<file path="config.mk">
export PLATFORM = sky130hd
export DESIGN_NAME = gba_sound_dsfifo
export DESIGN_NICKNAME = d
export VERILOG_FILES = /design/src/rtl/gba_sound_dsfifo_pkg.sv /design/src/rtl/gba_dsfifo_mem.sv /design/src/rtl/gba_sound_dsfifo.sv
export SDC_FILE = /design/constraint.sdc
export NUM_CORES = 1
export LEC_CHECK = 0
export ABC_AREA = 1
export BUFFER_PORTS_ARGS = -buffer_cell sky130_fd_sc_hd__buf_2
export CELL_PAD_IN_SITES_DETAIL_PLACEMENT = 1
export CELL_PAD_IN_SITES_GLOBAL_PLACEMENT = 1
export CORE_ASPECT_RATIO = 0.5
export CORE_UTILIZATION = 43
export DETAILED_ROUTE_END_ITERATION = 8
export PLACE_DENSITY = 0.79
export SLEW_MARGIN = 20
export SYNTH_ARGS = -nofsm -noshare
export SYNTH_HDL_FRONTEND = slang
export SYNTH_SLANG_ARGS = --single-unit
</file>
<file path="constraint.sdc">
create_clock -name clk -period 3.2 [get_ports clk]
set_clock_uncertainty 0.05 [all_clocks]
set_input_delay 0.48 -clock clk [delete_from_list [all_inputs] [get_ports clk]]
set_output_delay 0.48 -clock clk [all_outputs]
set_load 0.02 [all_outputs]
</file>
<file path="src/rtl/gba_sound_dsfifo_pkg.sv">
// Shared constants and types for the GBA DirectSound FIFO channels.
package gba_sound_dsfifo_pkg;
  localparam logic [27:0] FIFO_A_ADR = 28'h40000A0;
  localparam logic [27:0] FIFO_B_ADR = 28'h40000A4;
  localparam int          DMA_THRESH = 4;  // refill request once at or below this many words

  typedef struct packed {
    logic        vld;
    logic [31:0] data;
  } fifo_push_t;
endpackage

</file>
<file path="src/rtl/gba_dsfifo_mem.sv">
// Word FIFO storage with pointer/count tracking; clear has priority over push/pop.
module gba_dsfifo_mem #(
  parameter int DEPTH_LOG2 = 3
) (
  input  logic                  clk,
  input  logic                  reset,
  input  logic                  clr,
  input  logic                  push,
  input  logic                  pop,
  input  logic [31:0]           wdata,
  output logic [31:0]           rdata,
  output logic [DEPTH_LOG2:0]   count,
  output logic [DEPTH_LOG2-1:0] wr_ptr,
  output logic [DEPTH_LOG2-1:0] rd_ptr,
  output logic                  full,
  output logic                  empty,
  output logic                  push_ok
);
  localparam int                    DEPTH   = 1 << DEPTH_LOG2;
  localparam logic [DEPTH_LOG2-1:0] PTR_ONE = 1;
  localparam logic [DEPTH_LOG2:0]   CNT_ONE = 1;
  localparam logic [DEPTH_LOG2:0]   CNT_MAX = DEPTH[DEPTH_LOG2:0];

  logic [DEPTH-1:0][31:0] mem;
  logic                   pop_ok;

  assign empty   = (count == '0);
  assign full    = (count == CNT_MAX);
  assign pop_ok  = pop & ~empty;
  // A pop in the same cycle frees the slot, so a full FIFO still accepts the push.
  assign push_ok = push & (~full | pop_ok);
  assign rdata   = mem[rd_ptr];

  always_ff @(posedge clk) begin
    if (push_ok && !clr) mem[wr_ptr] <= wdata;
  end

  always_ff @(posedge clk or posedge reset) begin
    if (reset) begin
      wr_ptr <= '0;
      rd_ptr <= '0;
      count  <= '0;
    end else if (clr) begin
      wr_ptr <= '0;
      rd_ptr <= '0;
      count  <= '0;
    end else begin
      if (push_ok) wr_ptr <= wr_ptr + PTR_ONE;
      if (pop_ok)  rd_ptr <= rd_ptr + PTR_ONE;
      case ({push_ok, pop_ok})
        2'b10:   count <= count + CNT_ONE;
        2'b01:   count <= count - CNT_ONE;
        default: count <= count;
      endcase
    end
  end
endmodule

</file>
<file path="src/rtl/gba_sound_dsfifo.sv">
// DirectSound FIFO channel: bus push decode, halfword assembly, per-tick byte playback, DMA refill pulses.
module gba_sound_dsfifo
  import gba_sound_dsfifo_pkg::*;
#(
  parameter int          index      = 0,
  parameter logic [27:0] FIFO_ADR   = FIFO_A_ADR,
  parameter int          DEPTH_LOG2 = 3
) (
  input  logic                clk,
  input  logic                reset,
  input  logic                gb_on,
  input  logic [31:0]         gb_bus_din,
  input  logic [27:0]         gb_bus_adr,
  input  logic                gb_bus_rnw,
  input  logic                gb_bus_ena,
  input  logic [3:0]          gb_bus_be,
  input  logic                timer_sel,
  input  logic                fifo_reset,
  input  logic                tick0,
  input  logic                tick1,
  output logic [7:0]          sample_out,
  output logic                sample_valid,
  output logic                dma_req,
  output logic [DEPTH_LOG2:0] fill_level,
  output logic                underrun,
  output logic                overflow,
  output logic [31:0]         debugout
);
  localparam logic [DEPTH_LOG2:0] CNT_ONE = 1;
  localparam logic [DEPTH_LOG2:0] THRESH  = DMA_THRESH[DEPTH_LOG2:0];

  fifo_push_t              push;
  logic                    bus_wr, play_tick, pop, push_ok, full, empty;
  logic [31:0]             rdata;
  logic [DEPTH_LOG2:0]     count, cnt_after;
  logic [DEPTH_LOG2-1:0]   wr_ptr, rd_ptr;
  logic [1:0]              byte_idx;
  logic [15:0]             hold;
  logic                    hold_v;
  logic [7:0]              cur_byte;

  assign bus_wr    = gb_bus_ena & ~gb_bus_rnw & (gb_bus_adr == FIFO_ADR);
  assign play_tick = gb_on & (timer_sel ? tick1 : tick0);
  assign pop       = play_tick & ~empty & (byte_idx == 2'd3);
  assign cur_byte  = rdata[{byte_idx, 3'b000} +: 8];
  assign cnt_after = count - CNT_ONE + (DEPTH_LOG2+1)'(push_ok);

  always_comb begin
    push.vld  = 1'b0;
    push.data = gb_bus_din;
    if (bus_wr) begin
      case (gb_bus_be)
        4'hF: push.vld = 1'b1;
        4'hC: begin
          push.vld  = 1'b1;
          push.data = {gb_bus_din[31:16], hold_v ? hold : 16'h0000};
        end
        default: push.vld = 1'b0;
      endcase
    end
  end

  gba_dsfifo_mem #(.DEPTH_LOG2(DEPTH_LOG2)) u_mem (
    .clk     (clk),
    .reset   (reset),
    .clr     (fifo_reset),
    .push    (push.vld),
    .pop     (pop),
    .wdata   (push.data),
    .rdata   (rdata),
    .count   (count),
    .wr_ptr  (wr_ptr),
    .rd_ptr  (rd_ptr),
    .full    (full),
    .empty   (empty),
    .push_ok (push_ok)
  );

  always_ff @(posedge clk or posedge reset) begin
    if (reset) begin
      byte_idx     <= '0;
      sample_out   <= '0;
      hold         <= '0;
      hold_v       <= 1'b0;
      sample_valid <= 1'b0;
      underrun     <= 1'b0;
      overflow     <= 1'b0;
      dma_req      <= 1'b0;
    end else begin
      sample_valid <= 1'b0;
      underrun     <= 1'b0;
      overflow     <= 1'b0;
      dma_req      <= 1'b0;
      if (fifo_reset) begin
        byte_idx   <= '0;
        sample_out <= '0;
        hold_v     <= 1'b0;
      end else begin
        if (play_tick) begin
          if (empty) begin
            underrun <= 1'b1;
          end else begin
            sample_out   <= cur_byte;
            sample_valid <= 1'b1;
            byte_idx     <= byte_idx + 2'd1;
          end
        end
        overflow <= push.vld & ~push_ok;
        dma_req  <= pop & (cnt_after <= THRESH);
        if (bus_wr && gb_bus_be == 4'h3) begin
          hold   <= gb_bus_din[15:0];
          hold_v <= 1'b1;
        end else if (bus_wr && gb_bus_be == 4'hC) begin
          hold_v <= 1'b0;
        end
      end
    end
  end

  assign fill_level = count;
  assign debugout   = {1'(index), 3'b000, fill_level, byte_idx, wr_ptr, rd_ptr, sample_out, 8'h00};
endmodule

</file>
==> results.yml, run 1 <==
outcome:
  status: "complete, no violations"
sta:
  maxSlewViolCount: 0
  period_needed_ns: 2.92
  whs_ns: 0.126
  worst_pin_slew_ns: 1.02
  setup_violations: 0
  relSlewSlack_pct: 31.7
  grt_setup_unrepaired: "false"
  hold_viol_final: 0
  period_share_pct: 91.3
  max_freq_mhz: 342
worst_setup_path:
  cp.depth: 12
  crit_slowest_cell: "dfrtp_1"
  path_class: "reg2reg"
  crit_buf_inv: 5
  crit_fanout: 29
  critPathLaunch: "u_mem.count[0]"
  cpLargestDelayFamily: "simple AND/OR/NAND/NOR gates"
  critPathCapture: "u_mem.mem[124]"
  arrival_ns: 3.09
  start_kind: "flop"
  cpPeakStageDelay_ns: 0.48
  worst_setup_path_end_kind: "flop"
  r2r_setup_slack_ns: 0.28
  crit_chain: "inv_1 -> ha_1 -> inv_1 -> nor3_2 -> inv_2 -> nand2_2 -> nor2_4 -> inv_2 -> a21oi_4 -> nand3_2 -> nor2_4 -> buf_12"
  r2r.worst_path.cells: 12
  r2r_end: "u_mem.mem[124]"
  reg2reg_from: "u_mem.count[0]"
  critPathRequiredTime_ns: 3.37
global_routing:
  grt_max_degree: 77
  grt-ovfl-total: 0
  grt_pass1_vias: 9793
  grt_antenna_before_repair: 2
  grtUsageTotal_pct: 22.9
  grt_pass1_wl_mm: 55.7
synthesis:
  avgSynthCellArea_um2: 11.1
  synth_edf_count: 256
  yosysSeqAreaShare_pct: 65.9
  synthDominantCellAreaShare_pct: 58.1
  synth.most_common_cell: "edfxtp_1"
  synthCells: 1196
  syn_area_um2: 13200
  synth_flop_cell: "edfxtp_1"
  yosysTopAreaCell: "edfxtp_1"
  synth.area.top_cells: "edfxtp_1 (58%), dfrtp_1 (7.8%), nand3_1 (5.8%), nand2_1 (5.3%), inv_1 (4.5%)"
  synth_commonest_cells: "edfxtp_1 (256), nand2_1 (188), inv_1 (160), nand3_1 (154), a21oi_1 (68)"
  async_flop_share_pct: 13.8
  synth.distinct_cells: 41
  synth_warnings: 0
  synth.ff_latch_count: 297
drt:
  drc: 0
  vias: 9316
  wirelength_mm: 35.8
  via_per_inst: 5.52
  drt_first_iter_violations: 800
  detail_route.first_pass.iterations: 5
  antenna_left: 0
  wl_per_cell_um: 21.2
clocking:
  cts_made_buffers: 27
  cts_tree: "built"
  cts_resized: 0
  hold_buffers: 0
  ctsLongestPathBuffers: 3
  htree_levels: 1
  post_cts_buffers: 0
  cts-root-buf: "clkbuf_16"
  cts_num_sinks: 297
  path_clk_slew_ns: 0.07
  clkLatencyLatePin_ns: 0.54
power_and_ir_drop:
  ir_drop_mv: 0.384
  total_leakage_power_uw: 0.00590
  p_total_uw: 8460
  powerDensity_nw_per_um2: 557
place:
  dp_hpwl_mm: 21.8
  finalWeightedCongestion: 0.797
  io_buffers: 108
  dp.cells: 1638
floorplan:
  ioPinCount: 121
  die_h_um: 126
  design.core.area_um2: 29600
  rows: 44
  die_area_um2: 31500
  start_util_pct: 44.7
  fp.dieW_um: 250
finish:
  finalNetCount: 1357
  seqCellArea_um2: 8720
  syn_to_final_growth_pct: 14.8
  n_fill_cell: 3164
  post_route_cells_drive_above_1_share_pct: 17.7
  fin_cells: 1689
  fin_util_pct: 51.3
  multi_input_comb_area_um2: 3470
min_path:
  hp-class: "in2async"
job:
  cap_violations: 0
==> worst min-delay path by stage <==
stage,endpoint,slack [ns],depth (start not counted)
final,hold[9],0.13,2
after global routing,hold[9],0.16,3
after CTS,hold[1],0.13,3
after detailed placement,hold[1],0.41,2
after global placement,hold[6],0.40,2
after floorplan,hold[11],0.39,2
==> routing by layer <==
| metal | global-route usage, % | part of all wire [%] | vias up |
|---|---|---|---|
| li1 | - | - | 4254 |
| met1 | 29.7 | 42 | 4683 |
| met2 | 40.1 | 50 | 311 |
| met3 | 3.29 | 5.1 | 66 |
| met4 | 6.53 | 2.5 | 2 |
| met5 | 0 | 0.036 | - |
==> placed cells by master (no fill, tap or decap), types with 7 or more instances in the layout <==
cell       netlist  layout
inv_1          160     159
nand3_1        154     154
edfxtp_1       256     256
nor2_4           1       9
clkbuf_16        0      27
buf_2           28     108
conb_1           1      12
ha_1             8       8
dfrtp_1         41      39
buf_4           26      12
o21ai_1         20      20
buf_12           0      11
a21oi_1         68      68
o21ai_0         49      49
o211ai_1        64      64
nor2_1          30      26
o21ai_2         17      17
bufinv_16        0       7
nand2_1        188     188
==> registers in the layout (all words and copies together), names as in the netlist <==
register / count
byte_idx: 2
dma_req: 1
hold: 16
hold_v: 1
overflow: 1
sample_out: 8
sample_valid: 1
u_mem.count: 4
u_mem.mem: 256
u_mem.rd_ptr: 3
u_mem.wr_ptr: 3
underrun: 1
==> layout make-up <==
cell class              instances  area share [%]
diodes                          1          0.0165
clock buffers                  34            5.02
clock inverters                16            1.77
inverters                     166            4.10
multi-input cells             653            22.9
flip-flops and latches        297            57.4
well taps                     391            3.22
repair buffers                131            5.60
==> power by group <==
part           switching, µW  leakage (µW)  internal [µW]
clock network           1460      0.000507           2260
logic                    329       0.00253            145
registers               30.3       0.00286           4230
total                   1820       0.00590           6630
==> stage by stage <==
| step | TNS, ns | setup WS, ns | area (µm²) |
|---|---|---|---|
| floorplan | -43.93 | -0.343 | 13300 |
| CTS | 0 | 0.327 | 15200 |
| global placement | 0 | 0.538 | 14200 |
| detailed placement | 0 | 0.382 | 14200 |
| global route | 0 | 0.0922 | 15200 |
| finish | 0 | 0.278 | 15200 |
==> logic make-up (layout without fill, tap and decap cells) <==
group,count (synthesis),after routing,synth area share [%]
AND/OR/NAND/NOR,405,405,14.1
adder cells (fa/ha/maj),8,8,0.757
other,1,13,0.0283
XOR/XNOR,7,7,0.463
flip-flops,297,297,65.9
buffers and inverters,257,347,8.61
AO/OA/AOI/OAI,221,221,10.2
No activity file was read; power rests on OpenSTA's default activity.
==> inputs of run 2 (changes only) <==
--- a/config.mk
+++ b/config.mk
@@ -7,11 +7,10 @@
 export LEC_CHECK = 0
 export ABC_AREA = 1
 export BUFFER_PORTS_ARGS = -buffer_cell sky130_fd_sc_hd__buf_2
-export CELL_PAD_IN_SITES_DETAIL_PLACEMENT = 1
-export CELL_PAD_IN_SITES_GLOBAL_PLACEMENT = 1
 export CORE_ASPECT_RATIO = 0.5
-export CORE_UTILIZATION = 43
+export CORE_UTILIZATION = 54
 export DETAILED_ROUTE_END_ITERATION = 8
+export GPL_TIMING_DRIVEN = 0
 export PLACE_DENSITY = 0.79
 export SLEW_MARGIN = 20
 export SYNTH_ARGS = -nofsm -noshare
==> results.yml, run 2 (same netlist as run 1, synthesis figures left out) <==
finish:
  finish.instance_area_um2: 15500
  syn_to_final_growth_pct: 17.4
  largest_register_ffs: 256
  top_regs: "u_mem.mem (256), hold (16), sample_out (8)"
  post_route_cells_drive_above_1_share_pct: 19.7
  final_common_cell: "edfxtp_1"
  final_cell_mix: "edfxtp_1 (256), nand2_1 (188), inv_1 (159)"
  finalNetCount: 1443
  top_register: "u_mem.mem"
  antenna_cells: 0
clocking:
  ctsLongestPathBuffers: 3
  cts_resized: 0
  cts_tree: "built"
  cts_num_sinks: 297
  htree_levels: 1
  cts_made_buffers: 27
  path_clk_slew_ns: 0.06
  cts-root-buf: "clkbuf_16"
  clkLatencyLatePin_ns: 0.55
power_and_ir_drop:
  total_leakage_power_uw: 0.00620
  powerDensity_nw_per_um2: 516
  ir_drop_mv: 0.333
worst_setup_path:
  critPathLaunch: "u_mem.count[0]"
  path_class: "reg2reg"
  critPathRequiredTime_ns: 3.38
  crit_slowest_cell: "nor2_4"
  crit_fanout: 19
  r2r.worst_path.cells: 12
  arrival_ns: 3.26
  start_kind: "flop"
  r2r_end: "u_mem.mem[66]"
  reg2reg_from: "u_mem.count[0]"
  crit_buf_inv: 5
  crit_chain: "inv_1 -> ha_1 -> inv_1 -> nor3_2 -> inv_2 -> nand2_2 -> nor2_4 -> inv_2 -> a21oi_4 -> nand3b_4 -> nor2_4 -> buf_16"
  cpPeakStageDelay_ns: 0.51
  cpLargestDelayFamily: "simple AND/OR/NAND/NOR gates"
  worst_setup_path_end_kind: "flop"
  r2r_setup_slack_ns: 0.12
drt:
  antenna_left: 0
  via_per_inst: 5.91
  drc: 0
  wl_per_cell_um: 21.3
  vias: 10000
  drt_first_iter_violations: 1314
  wirelength_mm: 36.0
  detail_route.first_pass.iterations: 6
sta:
  fin_ws_ns: 0.123
  hold_viol_final: 0
  max_freq_mhz: 325
  setup_violations: 0
  period_needed_ns: 3.08
  whs_ns: 0.139
  worst_pin_slew_ns: 0.835
  maxSlewViolCount: 0
  fin_setup_tns_ns: 0
  relSlewSlack_pct: 44.3
  period_share_pct: 96.1
outcome:
  status: "complete, no violations"
global_routing:
  grt_antenna_before_repair: 0
  grt-ovfl-total: 0
  grt_pass1_wl_mm: 54.1
  grt_pass1_vias: 9692
  grt_max_degree: 24
  grtUsageTotal_pct: 28.5
floorplan:
  ioPinCount: 121
  die_area_um2: 25200
  fp.dieW_um: 223
  die_h_um: 113
  start_util_pct: 55.1
  design.core.area_um2: 24000
  rows: 40
place:
  dp_hpwl_mm: 24.1
  finalWeightedCongestion: 0.906
  dp_slack_ns: -0.00808
  io_buffers: 107
  postPlaceCellArea_um2: 14600
job:
  cap_violations: 0
min_path:
  hp-start: "gb_bus_din[9]"
  hold_depth: 3
  whs_endpoint: "hold[9]"
  hp-class: "in2reg"
==> run 2: cell types whose count changed in the layout (fill, tap and decap cells not counted), moves of 3 or more <==
| cell | previous run | this run |
|---|---|---|
| bufinv_16 | 7 | 3 |
| buf_2 | 108 | 135 |
| clkbuf_8 | 6 | 3 |
| buf_1 | 0 | 6 |
| buf_12 | 11 | 4 |
| clkbuf_1 | 1 | 35 |
| buf_4 | 12 | 28 |
| buf_6 | 0 | 4 |
| buf_8 | 0 | 3 |
| buf_16 | 0 | 10 |
==> run 2: per-stage QoR <==
stage | utilization [%] | total power [µW] | std cells
3_3_place_gp | 59.1 | 4810 | 1629
6_report | 64.7 | 8020 | 1696
3_5_place_dp | 60.7 | 4840 | 1642
5_1_grt | 64.7 | 8200 | 1696
4_1_cts | 64.5 | 7990 | 1693
2_1_floorplan | - | 4640 | 1207
==> run 2: where the power goes <==
part	switching, µW	internal, µW
clock network	1390	1870
logic	329	181
registers	29.1	4230
==> run 2: repair_timing <==
item,4_1_cts,5_1_grt
hold endpoints to repair,22,0
pin swaps,2,3
endpoints found under the setup margin,13,48
hold buffers,1,0
setup buffers,2,3
==> run 2: worst max-delay path by stage <==
stage          depth (start not counted)  slack (ns)        endpoint
4_1_cts                               12        0.07  u_mem.mem[125]
6_report                              12        0.12   u_mem.mem[66]
2_1_floorplan                         11       -0.34  u_mem.mem[100]
3_3_place_gp                          11       -1.77  u_mem.mem[187]
5_1_grt                               12       -0.02   u_mem.mem[66]
3_5_place_dp                          13      -0.008  u_mem.mem[247]
==> run 2: cell type report <==
type / count / area, µm²
inverter: 166 / 623
clock buffer: 39 / 751
buffer: 91 / 515
timing repair buffer: 126 / 946
sequential: 297 / 8710
tap: 315 / 394
fill: 1705 / 8490
multi-input combinational: 653 / 3470
clock inverter: 9 / 121
==> run 2: worst reg2reg max path: stages (launching register included) <==
cell and delay (ns):
dfrtp_1 0.49, inv_1 0.14, ha_1 0.22, inv_1 0.08
nor3_2 0.04, inv_2 0.06, nand2_2 0.09, nor2_4 0.22
inv_2 0.12, a21oi_4 0.26, nand3b_4 0.21, nor2_4 0.51
buf_16 0.28
==> run 2: routing by layer <==
metal,wire [µm],vias up,share of wire (%),global-route usage [%]
li1,-,4429,-,-
met1,13400,4756,37,37.9
met2,16700,730,46,46.7
met3,4590,114,13,6.05
met4,1280,0,3.5,10.4
met5,0,-,0,0
